File: src/rtl/fast_square_sweep_ctrl.sv
// Stepped-frequency sweep sequencer: settle / record / step per point, restartable by sync_in.
// All outputs registered (one cycle after the deciding edge); no backpressure, timing set by tick counts.
module fast_square_sweep_ctrl #(
    parameter int         TICK_W   = 16,
    parameter int         STEP_W   = 6,
    parameter int         NUM_CH   = 2,
    parameter logic [6:0] CFG_ADDR = 7'd100
) (
    input  logic              clock,
    input  logic              reset,
    input  logic              serial_strobe,
    input  logic [6:0]        serial_addr,
    input  logic [31:0]       serial_data,
    input  logic              sync_in,
    output logic              freq_step_out,
    output logic              rx_reset,
    output logic              rx_next,
    output logic [NUM_CH-1:0] rx_record,
    output logic [STEP_W-1:0] step_idx,
    output logic              busy,
    output logic              sweep_done
);

    typedef enum logic [2:0] {IDLE, WAIT_SYNC, SETTLE, RECORD, STEP, DONE} state_t;

    state_t            state;
    logic [TICK_W-1:0] cfg_record, cfg_settle;
    logic [STEP_W-1:0] cfg_steps;
    logic              cfg_enable, cfg_cont;
    logic [NUM_CH-1:0] cfg_mask;

    logic [TICK_W-1:0] w_record, w_settle, cnt;
    logic [STEP_W-1:0] w_steps;
    logic [NUM_CH-1:0] w_mask;

    logic [TICK_W-1:0] ld_record, ld_settle;
    logic [STEP_W-1:0] ld_steps;
    logic              sync_q, sync_rise;
    logic              settle_last, record_last, step_last;
    logic              unused_data;

    // Only some bus bits map to config fields.
    assign unused_data = ^serial_data;

    always_ff @(posedge clock or posedge reset) begin
        if (reset) begin
            cfg_record <= '0;
            cfg_settle <= '0;
            cfg_steps  <= '0;
            cfg_enable <= 1'b0;
            cfg_cont   <= 1'b0;
            cfg_mask   <= '0;
        end else if (serial_strobe) begin
            if (serial_addr == CFG_ADDR)
                cfg_record <= serial_data[TICK_W-1:0];
            if (serial_addr == CFG_ADDR + 7'd1) begin
                cfg_settle <= serial_data[TICK_W-1:0];
                cfg_steps  <= serial_data[16 +: STEP_W];
                cfg_enable <= serial_data[24];
                cfg_cont   <= serial_data[25];
                cfg_mask   <= serial_data[28 +: NUM_CH];
            end
        end
    end

    // A programmed zero would stall a phase forever, so it runs as one tick.
    assign ld_record = (cfg_record == '0) ? TICK_W'(1) : cfg_record;
    assign ld_settle = (cfg_settle == '0) ? TICK_W'(1) : cfg_settle;
    assign ld_steps  = (cfg_steps  == '0) ? STEP_W'(1) : cfg_steps;

    assign sync_rise   = sync_in & ~sync_q;
    assign settle_last = (cnt == w_settle - TICK_W'(1));
    assign record_last = (cnt == w_record - TICK_W'(1));
    assign step_last   = (step_idx == w_steps - STEP_W'(1));

    always_ff @(posedge clock or posedge reset) begin
        if (reset) begin
            state         <= IDLE;
            sync_q        <= 1'b0;
            cnt           <= '0;
            w_record      <= '0;
            w_settle      <= '0;
            w_steps       <= '0;
            w_mask        <= '0;
            freq_step_out <= 1'b0;
            rx_reset      <= 1'b0;
            rx_next       <= 1'b0;
            rx_record     <= '0;
            step_idx      <= '0;
            busy          <= 1'b0;
            sweep_done    <= 1'b0;
        end else begin
            sync_q        <= sync_in;
            freq_step_out <= 1'b0;
            rx_reset      <= 1'b0;
            rx_next       <= 1'b0;
            sweep_done    <= 1'b0;
            if (!cfg_enable) begin
                state     <= IDLE;
                cnt       <= '0;
                rx_record <= '0;
                step_idx  <= '0;
                busy      <= 1'b0;
            end else begin
                case (state)
                    IDLE: begin
                        state    <= WAIT_SYNC;
                        rx_reset <= 1'b1;
                        busy     <= 1'b1;
                        w_record <= ld_record;
                        w_settle <= ld_settle;
                        w_steps  <= ld_steps;
                        w_mask   <= cfg_mask;
                    end
                    WAIT_SYNC: begin
                        if (sync_rise) begin
                            state    <= SETTLE;
                            cnt      <= '0;
                            step_idx <= '0;
                        end
                    end
                    SETTLE, RECORD, STEP: begin
                        // A fresh sync edge restarts the sweep and wins over any phase change.
                        if (sync_rise) begin
                            state     <= SETTLE;
                            cnt       <= '0;
                            step_idx  <= '0;
                            rx_reset  <= 1'b1;
                            rx_record <= '0;
                        end else if (state == SETTLE) begin
                            if (settle_last) begin
                                state     <= RECORD;
                                cnt       <= '0;
                                rx_record <= w_mask;
                            end else begin
                                cnt <= cnt + TICK_W'(1);
                            end
                        end else if (state == RECORD) begin
                            if (record_last) begin
                                state         <= STEP;
                                cnt           <= '0;
                                rx_record     <= '0;
                                freq_step_out <= 1'b1;
                                rx_next       <= 1'b1;
                                sweep_done    <= step_last;
                            end else begin
                                cnt <= cnt + TICK_W'(1);
                            end
                        end else if (step_last) begin
                            step_idx <= '0;
                            w_record <= ld_record;
                            w_settle <= ld_settle;
                            w_steps  <= ld_steps;
                            w_mask   <= cfg_mask;
                            state    <= cfg_cont ? SETTLE : DONE;
                            busy     <= cfg_cont;
                        end else begin
                            step_idx <= step_idx + STEP_W'(1);
                            state    <= SETTLE;
                        end
                    end
                    DONE: begin
                        state <= DONE;
                    end
                    default: begin
                        state <= IDLE;
                        busy  <= 1'b0;
                    end
                endcase
            end
        end
    end

endmodule

File: config.mk
export PLATFORM = sky130hd
export DESIGN_NAME = fast_square_sweep_ctrl
export DESIGN_NICKNAME = d
export VERILOG_FILES = /design/src/rtl/fast_square_sweep_ctrl.sv
export SDC_FILE = /design/constraint.sdc
export NUM_CORES = 1
export LEC_CHECK = 0
export CORE_ASPECT_RATIO = 1.25
export CORE_UTILIZATION = 60
export DETAILED_ROUTE_END_ITERATION = 16
export PLACE_DENSITY = 0.8
export SLEW_MARGIN = 15
export SYNTH_ARGS = -nofsm -noshare
export SYNTH_HDL_FRONTEND = slang
export SYNTH_SLANG_ARGS = --single-unit
File: constraint.sdc
create_clock -name clock -period 10.27 [get_ports clock]
set_clock_uncertainty 0.1 [all_clocks]
set_input_delay 2.054 -clock clock [delete_from_list [all_inputs] [get_ports clock]]
set_output_delay 2.054 -clock clock [all_outputs]
set_load 0.02 [all_outputs]
* Word-level counts from Yosys, hierarchy flattened
Index checks and enable logic that the tools add are counted.
Widths: inputs -> output; s select.
** Word-level totals
- Register bits :: 114
- Input port bits :: 43
- Output and inout port bits :: 13
- Word-level logic and storage cells :: 147
** Operators by class
- Multiplexer cells :: 76
- Equal/unequal tests :: 30
- Bitwise gates (word level) :: 2
- $add $sub $neg :: 5
- Reductions and logical operators :: 15
** Operators with widths (number)
- $mux 16 :: 17
- $pmux 16 s2 :: 3
- $mux 6 :: 11
- $eq 16x16->1 :: 2
- $logic_not 16->1 :: 2
- $sub 16x1->16 const B :: 2
- $mux 3 :: 9
- $pmux 6 s2 :: 2
- $mux 2 :: 11
- $mux 1 :: 19
- $add 16x1->16 const B :: 1
- $ne 3x3->1 const B :: 5
- $eq 7x7->1 const B :: 2
- $ne 4x4->1 const B :: 3
- $pmux 3 s4 :: 1
- $ne 2x2->1 const B :: 5
- $ne 5x5->1 const B :: 2
- $ne 4x1->1 const B :: 2
- $reduce_and 4->1 :: 2
- $add 6x1->6 const B :: 1
- $eq 3x2->1 const B :: 2
- $eq 3x3->1 const B :: 2
- $eq 6x6->1 :: 1
- $logic_not 6->1 :: 1
- other kinds (18) :: 20

* Depth between registers and ports, before layout
- Word-level depth :: 8
- Gate-level depth with buffers :: 12
- Depth with buffers taken out :: 10

* Worst setup path after synthesis
No wires, ideal clock.
- Path kind :: in2reg
- Start point :: input sync_in
- End point :: register cnt[13]
- Slack :: 6.534 ns
- Data required time :: 10.092 ns
- Cell stages on the path :: 8
- Arrival time :: 3.559 ns
- Buffers on the path :: 1
- Cell sequence :: nand2b_1 clkbuf_1 o21ai_0 nor2_1 nor4_1 nand3_1 xor2_1 a21oi_1
** Between the ends
- Word-level cells in the longest chain between the ends :: 4
- Elaborated cells on any way between the ends :: 7
** RTL lines
- start: declaration :: line 14 : input logic sync_in,
- $and 1x1->1 (*) :: line 71 : assign sync_rise = sync_in & ~sync_q;
- $mux 16 :: line 124 : if (sync_rise) begin
- $pmux 16 s2 :: line 105 : case (state)
- $mux 16 :: line 98 : if (!cfg_enable) begin
- end signal: assignment :: line 136 : cnt <= cnt + TICK_W'(1);
- end signal: assignment :: line 147 : cnt <= cnt + TICK_W'(1);
- end: declaration :: line 32 : logic [TICK_W-1:0] w_record, w_settle, cnt;
Mark *: on every way between the ends. The rest lies on a longest branch, timed or not.
A chain may end at the register's enable or synchronous reset.

* Final worst setup path
- Start point :: input sync_in
- End point :: register cnt[11]
The elaborated chain is that of the path after synthesis.

==> flow_summary.toml <==
[placed_design]
gp_congestion = 0.870
port_buffers = 49
dpl.hpwl_um = 9750
dpl_cell_area_mm2 = 0.00675

[timing]
setup_violations = 0
rsz0062_at_grt = "false"
tightest_slew_ps = 1090
min_period_ps = 4360
hold_viol = 0
setup_tns_ps = 0
max_freq_mhz = 229
holdWs_ps = 394
drv_slew = 0
slew_headroom_pct = 26.9
finalCritPeriodShare_pct = 42.4

[setup_path]
arrival_ps = 4590
end_kind = "flop"
critPathKind = "input pin to flop"
r2r_setup_slack_ps = 6670
worstPathMaxFanout = 18
start_kind = "input pin"
crit_required_ps = 10500

[hold_path]
hold_path.class = "flop to flop"

[status]
run_status = "completed"

[synthesis]
syn_nets = 639
ys_seq_elements = 114
synth.most_common_cell = "dfrtp_1"
ys_top_cells_by_count = "dfrtp_1 (114), mux2_2 (80), nand2_1 (38)"
yosys_warnings = 0
syn_avg_cell_area_um2 = 10.5
syn-instance-count = 591
synth_top_area_cell = "dfrtp_1"
yosysSeqAreaShare_pct = 45.9
ys.flop_type = "dfrtp_1"
async_reset_ff_share_pct = 100
synth.distinct_cells = 61
ys_top_cells_by_area = "dfrtp_1 (46%), mux2_2 (14%), xnor2_1 (4.4%)"
syn_area_mm2 = 0.00622
netlist.area_leader.share_pct = 45.9
synth_edf_count = 0

[floorplanning]
rows = 41
fp.dieArea_mm2 = 0.0108
core_mm2 = 0.0101
initial_core_util_pct = 61.6
die_y_um = 116
ioPinCount = 56
die_w_um = 93.1

[power]
powerDensity_mw_per_mm2 = 209
p_leak_nw = 3.28
vdd_drop_max_v = 0.000156

[clock_network]
cts_max_level = 4
postCtsHoldBufs = 0
clkTransAtPathRegs_ps = 60
numCtsBuffers = 17
insertion_delay_ps = 410
cts_tree = "done"
root_buffer = "clkbuf_16"
cts_resized = 0
clock_sinks = 114
post_cts_buffers = 0
clock_path_buffers = 2

[global_routing]
overflow = 0
track_usage_pct = 28.9
grt_pass1_vias = 4890
grt_pass1_wl_um = 23800
grt_antenna_before_repair = 0
grt_max_degree = 79

[layout]
area_growth_syn_to_layout_pct = 18.6
diodes = 0
n_fill_cell = 675
fin_nets = 676
multiInputGateArea_mm2 = 0.00315
seqCellArea_mm2 = 0.00285
fin_area_mm2 = 0.00738
drive_gt1_share_pct = 20.0

[detailed_routing]
drcViolationCount = 0
drt_iter0_drc = 405
first_pass_iters = 5
wl_per_cell_um = 18.9
viasPerCell = 6.23
detail-route-antenna-nets = 0
via_count = 4799
wirelength_um = 14600

[job]
drv_cap = 0
per-stage QoR:
step,total power (W),instances,setup WS (ps),util [%]
after global routing,0.00161,770,5620,73.0
final,0.00154,770,5910,73.0
after CTS,0.00154,770,5960,73.0
after global placement,0.000887,738,5650,66.8
after floorplan,0.000822,591,5100,-
after detailed placement,0.000908,738,5570,66.8
power breakdown:
part	internal [W]	total (W)	switching [W]
clock network	0.000413	0.000625	0.000212
registers	0.000493	0.000549	0.0000565
logic	0.000169	0.000367	0.000197
metal layers:
layer,vias up,share of wire (%),track usage [%]
met5,-,0,0
met1,2371,42,35.5
met2,162,51,48.9
li1,2220,-,-
met4,0,3.0,13.9
met3,46,4.1,5.91
sequential cells by signal, summed over array words and instances (netlist names), 6 cells and up:
signal	count
cfg_record	16
cfg_settle	16
w_settle	16
cfg_steps	6
step_idx	6
w_record	16
cnt	16
w_steps	6
kinds of logic after synthesis:
group	share of synthesized area (%)
simple gates	17.1
compound gates	10.1
xor+xnor	7.56
buf+inv	3.54
fa+ha+maj	1.01
mux	14.8
flops	45.9
path summary, 6_finish.rpt:
| check | from | endpoint | cells after the start |
|---|---|---|---|
| setup / recovery | sync_in | cnt[11]$_DFFE_PP0P_ | 8 |
| hold / removal | cfg_mask[1]$_DFFE_PP0P_ | w_mask[1]$_DFFE_PP0P_ | 1 |
| setup reg to reg | w_steps[0]$_DFFE_PP0P_ | w_settle[0]$_DFFE_PP0P_ | 11 |
| hold reg to reg | cfg_mask[1]$_DFFE_PP0P_ | w_mask[1]$_DFFE_PP0P_ | 1 |
| max in group asynchronous | reset | cnt[15]$_DFFE_PP0P_ | 3 |
| min in group asynchronous | reset | cfg_cont$_DFFE_PP0P_ | 2 |
layout by cell type, fill, tap and decap left out, types with 19 or more instances in the layout:
cell type        count
dfrtp_1            114
mux2_2              80
clkdlybuf4s50_1     49
nand2_1             38
xnor2_1             31
nor2_1              28
a21oi_1             22
xor2_1              20
nand3_1             19
layout make-up:
cell class | instances | area share [%]
repair buffers | 53 | 7.05
inverters | 18 | 0.949
well taps | 129 | 2.19
flip-flops and latches | 114 | 38.7
clock inverters | 12 | 2.44
clock buffers | 20 | 6.05
multi-input cells | 424 | 42.7
worst max-delay path: stages:
cell	delay [ps]
clkdlybuf4s50_1	490
nand2b_1	200
o21ai_0	320
nor2_1	300
nor4_1	710
nand3_1	210
xor2_1	180
a21oi_1	120
Power figures use the tool's default switching activity.
